**src/rtl/piso_serial_transmitter.sv**
```systemverilog
// Parallel-in/serial-out transmitter: accepts a WIDTH-bit word on a valid/ready
// handshake and emits it MSB- or LSB-first. Define PISO_PARITY_EN for a trailing even-parity bit.
module piso_serial_transmitter #(
  parameter int WIDTH = 4
) (
  input  logic             clk,
  input  logic             reset,
  input  logic             load_valid,
  input  logic [WIDTH-1:0] load_data,
  input  logic             msb_first,
  output logic             load_ready,
  input  logic             ser_en,
  output logic             ser_out,
  output logic             ser_valid,
  output logic             done
);

  localparam int CW = $clog2(WIDTH + 1);
  localparam logic [CW-1:0] LAST    = CW'(WIDTH - 1);
  localparam logic [CW-1:0] LAST_M1 = CW'(WIDTH - 2);

  typedef enum logic [1:0] {
    IDLE  = 2'd0,
    SHIFT = 2'd1
`ifdef PISO_PARITY_EN
    , PARITY = 2'd2
`endif
  } state_t;

  state_t           state;
  logic [WIDTH-1:0] sreg;
  logic [CW-1:0]    count;
  logic             msb_r;
`ifdef PISO_PARITY_EN
  logic             parity_r;
`endif

  logic [WIDTH-1:0] sreg_shifted;
  logic             next_bit;

  // The bit presented after an advance is precomputed so ser_out can stay a register.
  always_comb begin
    sreg_shifted = msb_r ? {sreg[WIDTH-2:0], 1'b0} : {1'b0, sreg[WIDTH-1:1]};
    next_bit     = msb_r ? sreg_shifted[WIDTH-1] : sreg_shifted[0];
  end

  assign load_ready = (state == IDLE);

  // NOTE: every state bit, including the data shift register, is reset here so
  // that a mid-frame reset aborts cleanly; there is no memory array to exempt.
  always_ff @(posedge clk or negedge reset) begin
    if (!reset) begin
      state     <= IDLE;
      sreg      <= '0;
      count     <= '0;
      msb_r     <= 1'b0;
      ser_out   <= 1'b0;
      ser_valid <= 1'b0;
      done      <= 1'b0;
`ifdef PISO_PARITY_EN
      parity_r  <= 1'b0;
`endif
    end else begin
      // NOTE: non-blocking assignments throughout, so every branch reads the
      // pre-edge values of state, sreg and count.
      case (state)
        IDLE: begin
          if (load_valid) begin
            state     <= SHIFT;
            sreg      <= load_data;
            msb_r     <= msb_first;
            count     <= '0;
            ser_out   <= msb_first ? load_data[WIDTH-1] : load_data[0];
            ser_valid <= 1'b1;
            done      <= 1'b0;
`ifdef PISO_PARITY_EN
            parity_r  <= ^load_data;
`endif
          end
        end

        SHIFT: begin
          if (ser_en) begin
            sreg  <= sreg_shifted;
            count <= count + 1'b1;
            if (count == LAST) begin
`ifdef PISO_PARITY_EN
              state   <= PARITY;
              ser_out <= parity_r;
              done    <= 1'b1;
`else
              state     <= IDLE;
              ser_out   <= 1'b0;
              ser_valid <= 1'b0;
              done      <= 1'b0;
`endif
            end else begin
              ser_out <= next_bit;
`ifndef PISO_PARITY_EN
              done    <= (count == LAST_M1);
`endif
            end
          end
        end

`ifdef PISO_PARITY_EN
        PARITY: begin
          if (ser_en) begin
            state     <= IDLE;
            ser_out   <= 1'b0;
            ser_valid <= 1'b0;
            done      <= 1'b0;
          end
        end
`endif

        default: begin
          state     <= IDLE;
          ser_out   <= 1'b0;
          ser_valid <= 1'b0;
          done      <= 1'b0;
        end
      endcase
    end
  end

endmodule

```
**config.mk**
```make
export PLATFORM = sky130hd
export DESIGN_NAME = piso_serial_transmitter
export DESIGN_NICKNAME = d
export VERILOG_FILES = /design/src/rtl/piso_serial_transmitter.sv
export SDC_FILE = /design/constraint.sdc
export NUM_CORES = 1
export LEC_CHECK = 0
export ABC_CLOCK_PERIOD_IN_PS = 1300
export BUFFER_PORTS_ARGS = -buffer_cell sky130_fd_sc_hd__buf_2
export CAP_MARGIN = 10
export CORE_AREA = 5 5 42 44
export CTS_BUF_LIST = sky130_fd_sc_hd__clkbuf_2
export CTS_CLUSTER_DIAMETER = 60
export DETAILED_ROUTE_END_ITERATION = 8
export DIE_AREA = 0 0 47 49
export GPL_TIMING_DRIVEN = 0
export PLACE_DENSITY = 0.71
export SLEW_MARGIN = 15
export SYNTH_ARGS = -nofsm -noshare
export SYNTH_HDL_FRONTEND = slang
export SYNTH_SLANG_ARGS = --single-unit
```
**constraint.sdc**
```tcl
create_clock -name clk -period 1.3 [get_ports clk]
set_input_delay 0.26 -clock clk [delete_from_list [all_inputs] [get_ports clk]]
set_output_delay 0.26 -clock clk [all_outputs]
set_load 0.02 [all_outputs]
```
# ---- Word-level counts from Yosys, hierarchy flattened
# Cells that the tools add are included.
dict set report totals {
  reg_bits 13
  latchBits 0
  word_cells 45
  ramBits 0
  in_bits 9
  n_memories 0
  rom_bits 0
  out_inout_bits 4
}
dict set report op_classes {
  reduce_logical 6
  n_eq_ne 6
  muxes 25
  n_addsub 1
  n_bitwise 0
  n_shift 0
  div_mod_pow 0
  multipliers 0
  order_cmp 0
}
# cell count
set ops {}
lappend ops {{$mux 4} 3}
lappend ops {{$mux 1} 11}
lappend ops {{$pmux 4 s2} 1}
lappend ops {{$eq 3x2->1 const B} 2}
lappend ops {{$mux 2} 3}
lappend ops {{$mux 3} 2}
lappend ops {{$ne 2x2->1 const B} 3}
lappend ops {{$pmux 1 s2} 3}
lappend ops {{$pmux 3 s2} 1}
lappend ops {{$reduce_and 3->1} 2}
lappend ops {{$pmux 2 s2} 1}
lappend ops {{$reduce_and 2->1} 2}
lappend ops {{$add 3x1->3 const B} 1}
lappend ops {{$eq 2x1->1 const B} 1}
lappend ops {{$logic_not 2->1} 1}
lappend ops {{$reduce_bool 2->1} 1}

# ---- Depth between registers and ports, before layout
# Gate-level depths: netlist (run 1).
dict set report depth {
  word_depth 5
  ltp_mapped 5
  depth_no_buf 5
}

# ---- Least setup slack after synthesis (run 1)
# No wires, ideal clock.
dict set report synth_path {
  path_type {reg-to-reg}
  startpoint {register count[0]}
  endpoint {register count[2]}
  required_time_ns 1.171
  path_stages_with_launch 6
  setup_ns 0.129
  t_arrival_ns 1.041
  synth_period_minus_slack_ns 1.171
  path_buffers 0
  path_slack_ns 0.129
  path_cell_list {dfrtp_1 ha_1 ha_1 nand2_1 o211ai_1 o31ai_1}
}
dict set report synth_via {
  elab_chain_len 3
}
# item line
set synth_lines {}
lappend synth_lines {{start: declaration} 32} ;# logic [CW-1:0] count;
lappend synth_lines {{start signal: assignment} 85} ;# count <= count + 1'b1;
lappend synth_lines {{$add 3x1->3} 85}
lappend synth_lines {{$mux 3} 83} ;# if (ser_en) begin
lappend synth_lines {{$pmux 3 s2} 66} ;# case (state)
# No other way between the ends. The select of a mux whose other input is x is not followed.
# A chain may end at the register's enable or synchronous reset.

# ---- Final worst setup path (run 1)
# Ends and elaborated chain as after synthesis.

==> results.ini, run 1 <==
[min_path]
timing.hold.worst.class = primary input to flop
hold_depth = 3

[placed_design]
gp_congestion = 0.809
detailedPlace.worstSlack_ns = 0.0642
dpl_cell_area_sq_um = 717
hpwl_microns = 965
place.port_buffers = 12

[power_and_ir_drop]
total_leakage_power_nw = 0.382
part_of_the_total_power_dissipated_in_sequential_elements = 0.397
combinational_group_share_of_total_power = 0.474
power.share.clock = 0.128
peakVddDrop_v = 0.000835
net_load_switching_power_mw = 0.597
power.density_cell_area_nw_per_um2 = 1940
design_power_total_mw = 1.51
power.share.switching = 0.395
power.internal_mw = 0.916

[cells_and_area]
post_route_cells_drive_above_1_share = 0.349
diodes = 0
final_util = 0.557
postLayoutCellArea_sq_um = 781
flow.area_growth_from_synthesis_pct = 22.6
num-nets-final = 96
most-common-layout-cells = buf_2, dfrtp_1, nand2_1
mostFrequentLayoutCell = buf_2

[yosys]
synth.avg_cell_area_sq_um = 9.95
yosysWarnings = 0
synth_fa_ha_area_frac = 0.0589
synthesis.area_sq_um = 637
post_synthesis_xor_xnor_area_fraction = 0.0138
synth_top_family_by_area = simple AND/OR/NAND/NOR gates
synth-compound-area-share = 0.151
syn-instance-count = 64
synth_cell_types = 23
synth-simple-area-share = 0.167
ys_seq_area_frac = 0.432
syn_nets = 76
yosys_register_bits = 11
synth.area.mux_share = 0.124

[route]
dr_total_vias = 535
drt-wirelength-per-cell_microns = 13.6
top_layer_used = met4
drt.antenna.violating_nets = 0
drc_errors = 0
routedLengthMet1_microns = 593
detailedRoute.firstIterationViolations = 7
drt_first_pass_iters = 4
routed-wl-met2_microns = 622
met3_wirelength_microns = 96
route.final.wire_length_microns = 1340
post_drt_via_cell_ratio = 5.40

[global_routing]
groute.usage.overall = 0.144
grt.overflow.total = 0
grt_pass1_wl_microns = 2330
grt_pass1_vias = 531
grt_start_max_net_pins = 12
grt_antenna_before_repair = 0

[critical_path]
setup_cp_type = flop to flop
worstPathRequired_ns = 1.45
cp.arrival_ns = 1.38
timing.critical_path.to_type = flop
r2r.worst_path.cells = 5
setup.worst_path.start_class = flop
worstPathMaxFanout = 3

[clock_tree]
max-clock-path-buffers = 2
cts_tree = built
h_tree_lvl_count = 1
clock_insertion_delay_worst_skew_ns = 0.26
tritoncts_num_sinks = 11
cts-root-buf = clkbuf_2
clk_transition_reported_paths_ns = 0.11
cts_made_buffers = 3

[sta]
max_slew.worst_pin.slew_ns = 0.249
finalCriticalPeriod_ns = 1.23
postLayoutSetupSlackWorst_ns = 0.0746
setup-violations-final = 0
skew_ns = 0.00346
maxClockFrequency_ghz = 0.816
slew_headroom = 0.834
slew_violations = 0
fin_hold_ws_ns = 0.222
timing.final.crit_share = 0.943
hold_viol_final = 0

[run]
max_cap_violation_count = 0

[floorplan]
design.core.area_sq_um = 1400
die_x_microns = 47
row_cnt = 14
die_area_sq_um = 2300
initial_core_util = 0.454
chipHeight_microns = 49
boundaryPins = 13

[outcome]
run_status = finished, final reports clean

[Yosys cell counts]
| library cell | instances | area [sq um] |
|---|---|---|
| nand3_1 | 5 | 25.0 |
| and2_1 | 1 | 6.26 |
| o31ai_1 | 2 | 15.0 |
| mux2i_1 | 3 | 30.0 |
| nor2b_1 | 5 | 31.3 |
| mux2_4 | 1 | 15.0 |
| xor2_1 | 1 | 8.76 |
| nand2_1 | 7 | 26.3 |
| a21oi_1 | 2 | 10.0 |
| o211ai_1 | 1 | 7.51 |
| buf_4 | 2 | 15.0 |
| a31oi_1 | 1 | 6.26 |
| nor2_1 | 1 | 3.75 |
| o21ai_0 | 1 | 5.00 |
| a41oi_1 | 1 | 8.76 |
| ha_1 | 3 | 37.5 |
| o2111ai_1 | 1 | 8.76 |
| nor2b_4 | 1 | 13.8 |
| a211oi_1 | 2 | 15.0 |
| inv_1 | 5 | 18.8 |
| dfrtp_1 | 11 | 275 |
| mux2_2 | 3 | 33.8 |
| o21ai_1 | 4 | 20.0 |
[path summary, 6_finish.rpt]
path                                      start                     to  slack [ns]
setup / recovery           count[0]$_DFFE_PN0P_   count[2]$_DFFE_PN0P_        0.07
hold / removal                     load_data[2]    sreg[2]$_DFFE_PN0P_        0.22
setup reg to reg           count[0]$_DFFE_PN0P_   count[2]$_DFFE_PN0P_        0.07
hold reg to reg                done$_DFFE_PN0P_       done$_DFFE_PN0P_        0.52
max in group asynchronous                 reset  ser_valid$_DFFE_PN0P_        0.69
min in group asynchronous                 reset    sreg[3]$_DFFE_PN0P_        0.38
[final cells by class]
cell class              count  area, sq um
inverters                   5         18.8
plain buffers               2         15.0
well taps                  16         20.0
multi-input cells          46          345
flip-flops and latches     11          277
fillers                   139          621
repair buffers             15         85.1
clock buffers               4         20.0
[logic make-up (layout without fill, tap and decap cells)]
logic type	Yosys count	after routing
and+or+nand+nor	20	20
DFF	11	11
AOI/OAI and AO/OA	15	15
buffers and inverters	7	26
muxes	7	7
adders and majority gates	3	3
xor gates and xnor gates	1	1
[worst max-delay path: stages (launching register included)]
cell and delay (ns):
dfrtp_1 0.43, ha_2 0.20, ha_4 0.26, nand2_1 0.05, o211ai_1 0.09, o31ai_1 0.09
[sequential cells by signal, summed over array words and instances, names as in the netlist]
signal,count
sreg,4
count,3
done,1
msb_r,1
ser_out,1
ser_valid,1
[stage by stage]
stage	instances	setup TNS, ns
after global placement	92	0
after detailed placement	92	0
final	99	0
after CTS	98	0
after global routing	99	-0.00141
after floorplan	64	0
[power by group through the flow]
stage,Sequential (mW),Clock [mW],Combinational [mW]
floorplan,0.622,0,0.438
global placement,0.611,0,0.594
detailed placement,0.611,0,0.623
CTS,0.596,0.210,0.659
global route,0.618,0.223,0.821
finish,0.601,0.194,0.718
[metal layers]
layer | vias up | global-route usage
li1 | 265 | -
met1 | 248 | 0.177
met2 | 18 | 0.197
met3 | 4 | 0.0775
met4 | 0 | 0.0737
met5 | - | 0
[repair_timing]
item                                    4_1_cts  5_1_grt
setup buffers                                 1        1
gates cloned                                  0        0
resized for setup                             1        3
endpoints found under the setup margin        2        3
pin swaps                                     0        1
hold endpoints to repair                     11        0
hold buffers                                  1        0
No activity file was read; power rests on OpenSTA's default activity.
==> inputs of run 2 (changes only) <==
ABC_CLOCK_PERIOD_IN_PS = 1100   (was 1300)
CORE_AREA = 5 5 43 45   (was 5 5 42 44)
DIE_AREA = 0 0 48 50   (was 0 0 47 49)
clock period = 1.1 ns   (was 1.3 ns; I/O delays follow)
==> results.ini, run 2 (same netlist as run 1, synthesis figures left out) <==
[power_and_ir_drop]
power.density_cell_area_nw_per_um2 = 2360
part_of_the_total_power_dissipated_in_sequential_elements = 0.349
combinational_group_share_of_total_power = 0.533
total_leakage_power_nw = 0.430
net_load_switching_power_mw = 0.821
power.share.clock = 0.117
power.internal_mw = 1.27
design_power_total_mw = 2.09
peakVddDrop_v = 0.00126
power.share.switching = 0.393

[critical_path]
r2r_setup_slack_ns = -0.13
cpPeakStageDelay_ns = 0.43
setup.worst_path.start_class = flop
timing.critical_path.to_type = flop
cells_along_the_critical_path = ha_2 > ha_4 > nand2_2 > o211ai_1 > o31ai_1
crit_path_top_delay_cell = dfrtp_1
cp.arrival_ns = 1.40
worstPathMaxFanout = 2
setup_cp_type = flop to flop
worstPathRequired_ns = 1.27

[placed_design]
dpl_cell_area_sq_um = 721
hpwl_microns = 987
place.port_buffers = 12
gp_congestion = 0.750

[sta]
postLayoutSetupSlackWorst_ns = -0.131
hold_viol_final = 0
slew_violations = 0
timing.final.crit_share = 1.12
finalCriticalPeriod_ns = 1.23
slew_headroom = 0.837
rsz_0062_raised_after_global_routing = yes
skew_ns = 0.00335
maxClockFrequency_ghz = 0.812
setup-violations-final = 7
max_slew.worst_pin.slew_ns = 0.244

[clock_tree]
max-clock-path-buffers = 2
tritoncts_num_sinks = 11
clk_transition_reported_paths_ns = 0.11
cts_made_buffers = 3
clock_insertion_delay_worst_skew_ns = 0.28
cts-root-buf = clkbuf_2
cts_tree = built
h_tree_lvl_count = 1

[cells_and_area]
num-nets-final = 102
largest_register_ffs = 4
postLayoutCellArea_sq_um = 886
most-common-layout-cells = dfrtp_1, buf_4, buf_2
flow.area_growth_from_synthesis_pct = 39.1
regMostFlops = sreg
post_route_cells_drive_above_1_share = 0.472
top_regs = sreg x4, count x3
mostFrequentLayoutCell = dfrtp_1
filler_cell_count = 124
diodes = 0

[floorplan]
chipHeight_microns = 50
die_area_sq_um = 2400
row_cnt = 14
boundaryPins = 13
initial_core_util = 0.443
design.core.area_sq_um = 1440
die_x_microns = 48

[global_routing]
groute.usage.overall = 0.145
grt.overflow.total = 0
grt_pass1_vias = 561
grt_start_max_net_pins = 13
grt_pass1_wl_microns = 2370
grt_antenna_before_repair = 0

[route]
drt_first_pass_iters = 4
drc_errors = 0
post_drt_via_cell_ratio = 5.50
drt.antenna.violating_nets = 0
detailedRoute.firstIterationViolations = 12
dr_total_vias = 577
drt-wirelength-per-cell_microns = 16.2
route.final.wire_length_microns = 1700

[run]
max_cap_violation_count = 0

[outcome]
violations = negative setup slack
run_status = finished with violations

[min_path]
timing.hold.worst.class = primary input to flop

run 2: changes by cell type in the layout (fill, tap and decap cells not counted), moves of 2 or more:
| cell | previous run | this run |
|---|---|---|
| buf_4 | 4 | 9 |
| buf_6 | 0 | 5 |
| buf_2 | 12 | 8 |
| inv_2 | 0 | 2 |
| inv_1 | 5 | 3 |
run 2: worst max-delay path, delay by kind of cell (launching register included):
family | cells | cell delay, ns
flip-flops | 1 | 0.43
adder cells (fa/ha/maj) | 2 | 0.48
AND/OR/NAND/NOR | 1 | 0.04
AO/OA/AOI/OAI | 2 | 0.18
run 2: worst paths after layout:
path / start / end / cells past startpoint
min in group asynchronous: reset / count[2]$_DFFE_PN0P_ / 2
max in group asynchronous: reset / ser_valid$_DFFE_PN0P_ / 2
worst max-delay path: count[0]$_DFFE_PN0P_ / count[2]$_DFFE_PN0P_ / 5
worst max register to register: count[0]$_DFFE_PN0P_ / count[2]$_DFFE_PN0P_ / 5
worst min-delay path: load_data[1] / sreg[1]$_DFFE_PN0P_ / 3
worst min register to register: sreg[1]$_DFFE_PN0P_ / sreg[1]$_DFFE_PN0P_ / 2
run 2: timing repair:
item | 4_1_cts | 5_1_grt
hold buffers | 1 | 0
endpoints found under the setup margin | 7 | 13
endpoints found under the hold margin | 11 | 0
pin swaps | 5 | 5
setup buffers | 4 | 5
resized for setup | 11 | 9
run 2: power by group through the flow:
stage | registers [mW] | logic, mW | clock network, mW
after CTS | 0.703 | 0.953 | 0.254
after floorplan | 0.739 | 0.521 | 0
after global placement | 0.723 | 0.705 | 0
final | 0.729 | 1.11 | 0.245
after detailed placement | 0.735 | 0.717 | 0
after global routing | 0.738 | 1.21 | 0.272
run 2: per-layer routing:
| layer | global-route usage | share of wire |
|---|---|---|
| met1 | 0.173 | 0.41 |
| met2 | 0.200 | 0.45 |
| met3 | 0.0255 | 0.055 |
| met4 | 0.143 | 0.077 |
| met5 | 0 | 0 |
run 2: final cells by class:
cell class | instances | area [sq um] | share of cell area
repair buffers | 22 | 166 | 0.188
inverters | 5 | 18.8 | 0.0212
multi-input cells | 46 | 377 | 0.425
clock buffers | 4 | 20.0 | 0.0226
flip-flops and latches | 11 | 277 | 0.312
well taps | 16 | 20.0 | 0.0226
plain buffers | 1 | 7.51 | 0.00847
run 2: through the flow:
step / hold slack, ns / util / setup WS [ns] / TNS, ns / std cells
finish: 0.174 / 0.617 / -0.131 / -0.452 / 105
global route: 0.149 / 0.617 / -0.174 / -0.740 / 105
CTS: 0.155 / 0.567 / -0.104 / -0.351 / 100
detailed placement: 0.104 / 0.502 / -0.110 / -0.174 / 92
global placement: 0.103 / 0.502 / -0.0902 / -0.154 / 92
floorplan: -0.0756 / - / -0.0512 / -0.0512 / 64
==> inputs of run 3 (changes only) <==
ABC_AREA = 1   (was unset)
CORE_AREA = 5 5 42 44   (was 5 5 43 45)
DIE_AREA = 0 0 47 49   (was 0 0 48 50)
PLACE_DENSITY = 0.69   (was 0.71)
==> results.ini, run 3 <==
[cells_and_area]
diodes = 0
largest_register_ffs = 4
filler_cell_count = 116
post_route_cells_drive_above_1_share = 0.485
num-nets-final = 114
top_regs = sreg x4, count x3
final_util = 0.663
mostFrequentLayoutCell = nand2_1
most-common-layout-cells = nand2_1, dfrtp_1, buf_2
flow.area_growth_from_synthesis_pct = 61.0
regMostFlops = sreg

[placed_design]
gp_congestion = 0.800
hpwl_microns = 890
place.port_buffers = 12
detailedPlace.worstSlack_ns = -0.0711

[yosys]
syn_nets = 85
synth_cell_types = 12
synthesis.area_sq_um = 577
post-synth-top-area-fraction = 0.477
synth_top_cell_by_area = dfrtp_1
yosys-top-cells-area = dfrtp_1, nand2_1, o21ai_0
yosysWarnings = 0
postSynth.topFlopCell = dfrtp_1
ys_async_sr_fraction = 1.00
yosys_register_bits = 11
synth_edf_count = 0
syn-instance-count = 73
most_frequent_cell_after_synthesis = nand2_1
ys_seq_area_frac = 0.477
synth.avg_cell_area_sq_um = 7.90
synth_common_cells = nand2_1, dfrtp_1, nor2_1

[route]
route.final.wire_length_microns = 1570
drc_errors = 0
detailedRoute.firstIterationViolations = 8
post_drt_via_cell_ratio = 5.12
dr_total_vias = 599
drt_first_pass_iters = 4
drt.antenna.violating_nets = 0
drt-wirelength-per-cell_microns = 13.4

[critical_path]
timing.critical_path.to_type = flop
r2r.worst_path.cells = 7
cp.arrival_ns = 1.36
worstPathMaxFanout = 5
setup.worst_path.start_class = flop
setup_cp_type = flop to flop
worstPathRequired_ns = 1.27

[floorplan]
boundaryPins = 13
initial_core_util = 0.412
row_cnt = 14
die_x_microns = 47
design.core.area_sq_um = 1400
die_area_sq_um = 2300
chipHeight_microns = 49

[global_routing]
grt_pass1_vias = 543
groute.usage.overall = 0.136
grt_pass1_wl_microns = 2290
grt_start_max_net_pins = 12
grt.overflow.total = 0
grt_antenna_before_repair = 0

[sta]
slew_violations = 0
rsz_0062_raised_after_global_routing = yes
slew_headroom = 0.837
finalCriticalPeriod_ns = 1.19
fin_tns_setup_ns = -0.360
max_slew.worst_pin.slew_ns = 0.242
skew_ns = 0.0105
fin_hold_ws_ns = 0.208
timing.final.crit_share = 1.08
hold_viol_final = 0
maxClockFrequency_ghz = 0.840
postLayoutSetupSlackWorst_ns = -0.0900
setup-violations-final = 9

[power_and_ir_drop]
peakVddDrop_v = 0.00148
part_of_the_total_power_dissipated_in_sequential_elements = 0.279
combinational_group_share_of_total_power = 0.637
design_power_total_mw = 2.75
power.share.clock = 0.083
net_load_switching_power_mw = 1.28
power.internal_mw = 1.47
total_leakage_power_nw = 0.468
power.share.switching = 0.466
power.density_cell_area_nw_per_um2 = 2960

[run]
max_cap_violation_count = 0

[clock_tree]
tritoncts_num_sinks = 11
h_tree_lvl_count = 1
clock_insertion_delay_worst_skew_ns = 0.26
max-clock-path-buffers = 2
cts_made_buffers = 3
cts_tree = built
cts-root-buf = clkbuf_2
clk_transition_reported_paths_ns = 0.11

[min_path]
hold_depth = 2
timing.hold.worst.class = primary input to flop

[outcome]
violations = negative setup slack
run_status = finished with violations

[run 3: changes by cell type in the layout (fill, tap and decap cells not counted), sizes merged, moves of 4 or more]
cell and delta:
mux2 -4, nand2 +19, nor2 +10, o21ai +7, nor2b -6
[run 3: final timing paths]
path                                          to             startpoint  slack (ns)
max in group asynchronous  ser_valid$_DFFE_PN0P_                  reset        0.55
min in group asynchronous    sreg[0]$_DFFE_PN0P_                  reset        0.34
max reg2reg                  sreg[1]$_DFFE_PN0P_  ser_valid$_DFFE_PN0P_       -0.09
min reg2reg                  ser_out$_DFFE_PN0P_    ser_out$_DFFE_PN0P_        0.48
min                        ser_valid$_DFFE_PN0P_                 ser_en        0.21
max                          sreg[1]$_DFFE_PN0P_  ser_valid$_DFFE_PN0P_       -0.09
[run 3: final cells by class]
type                    instances  area, sq um  area share
clock buffers                   4         20.0      0.0216
inverters                       8         45.0      0.0485
multi-input cells              55          394       0.425
flip-flops and latches         11          277       0.298
well taps                      16         20.0      0.0216
repair buffers                 22          161       0.174
repair inverters                1         11.3      0.0121
[run 3: power groups by stage]
stage               clock (mW)  sequential (mW)  combinational, mW
global placement             0            0.780              0.876
global route             0.272            0.785               1.94
floorplan                    0            0.810              0.625
finish                   0.229            0.768               1.75
CTS                      0.241            0.740               1.24
detailed placement           0            0.783              0.903
[run 3: routing by layer]
layer,up-vias,track usage,wire [microns]
li1,291,-,-
met1,287,0.153,534
met2,15,0.226,902
met3,6,0.0554,73
met4,0,0.0415,59
met5,-,0,0
[run 3: what timing repair did]
item	4_1_cts	5_1_grt
pin swaps	5	8
hold endpoints to repair	11	0
hold buffers	1	0
cloned	0	2
resized for setup	8	32
setup buffers	7	2
endpoints found under the setup margin	9	12
[run 3: logic make-up after synthesis]
| group | synth area share |
|---|---|
| AND/OR/NAND/NOR | 0.282 |
| flip-flops | 0.477 |
| buffers and inverters | 0.0607 |
| AO/OA/AOI/OAI | 0.115 |
| adder cells (fa/ha/maj) | 0.0651 |
[run 3: metrics by stage]
step / instance area, sq um / std cells
floorplan: 583 / 73
global placement: 663 / 101
detailed placement: 663 / 101
CTS: 786 / 113
global route: 928 / 117
finish: 928 / 117
[run 3: critical path: stages (launching register included)]
cell,delay (ns)
dfrtp_2,0.47
inv_4,0.08
buf_6,0.11
nand2_8,0.06
nand2_8,0.12
nand2_2,0.08
nor2_2,0.12
nor2_1,0.05
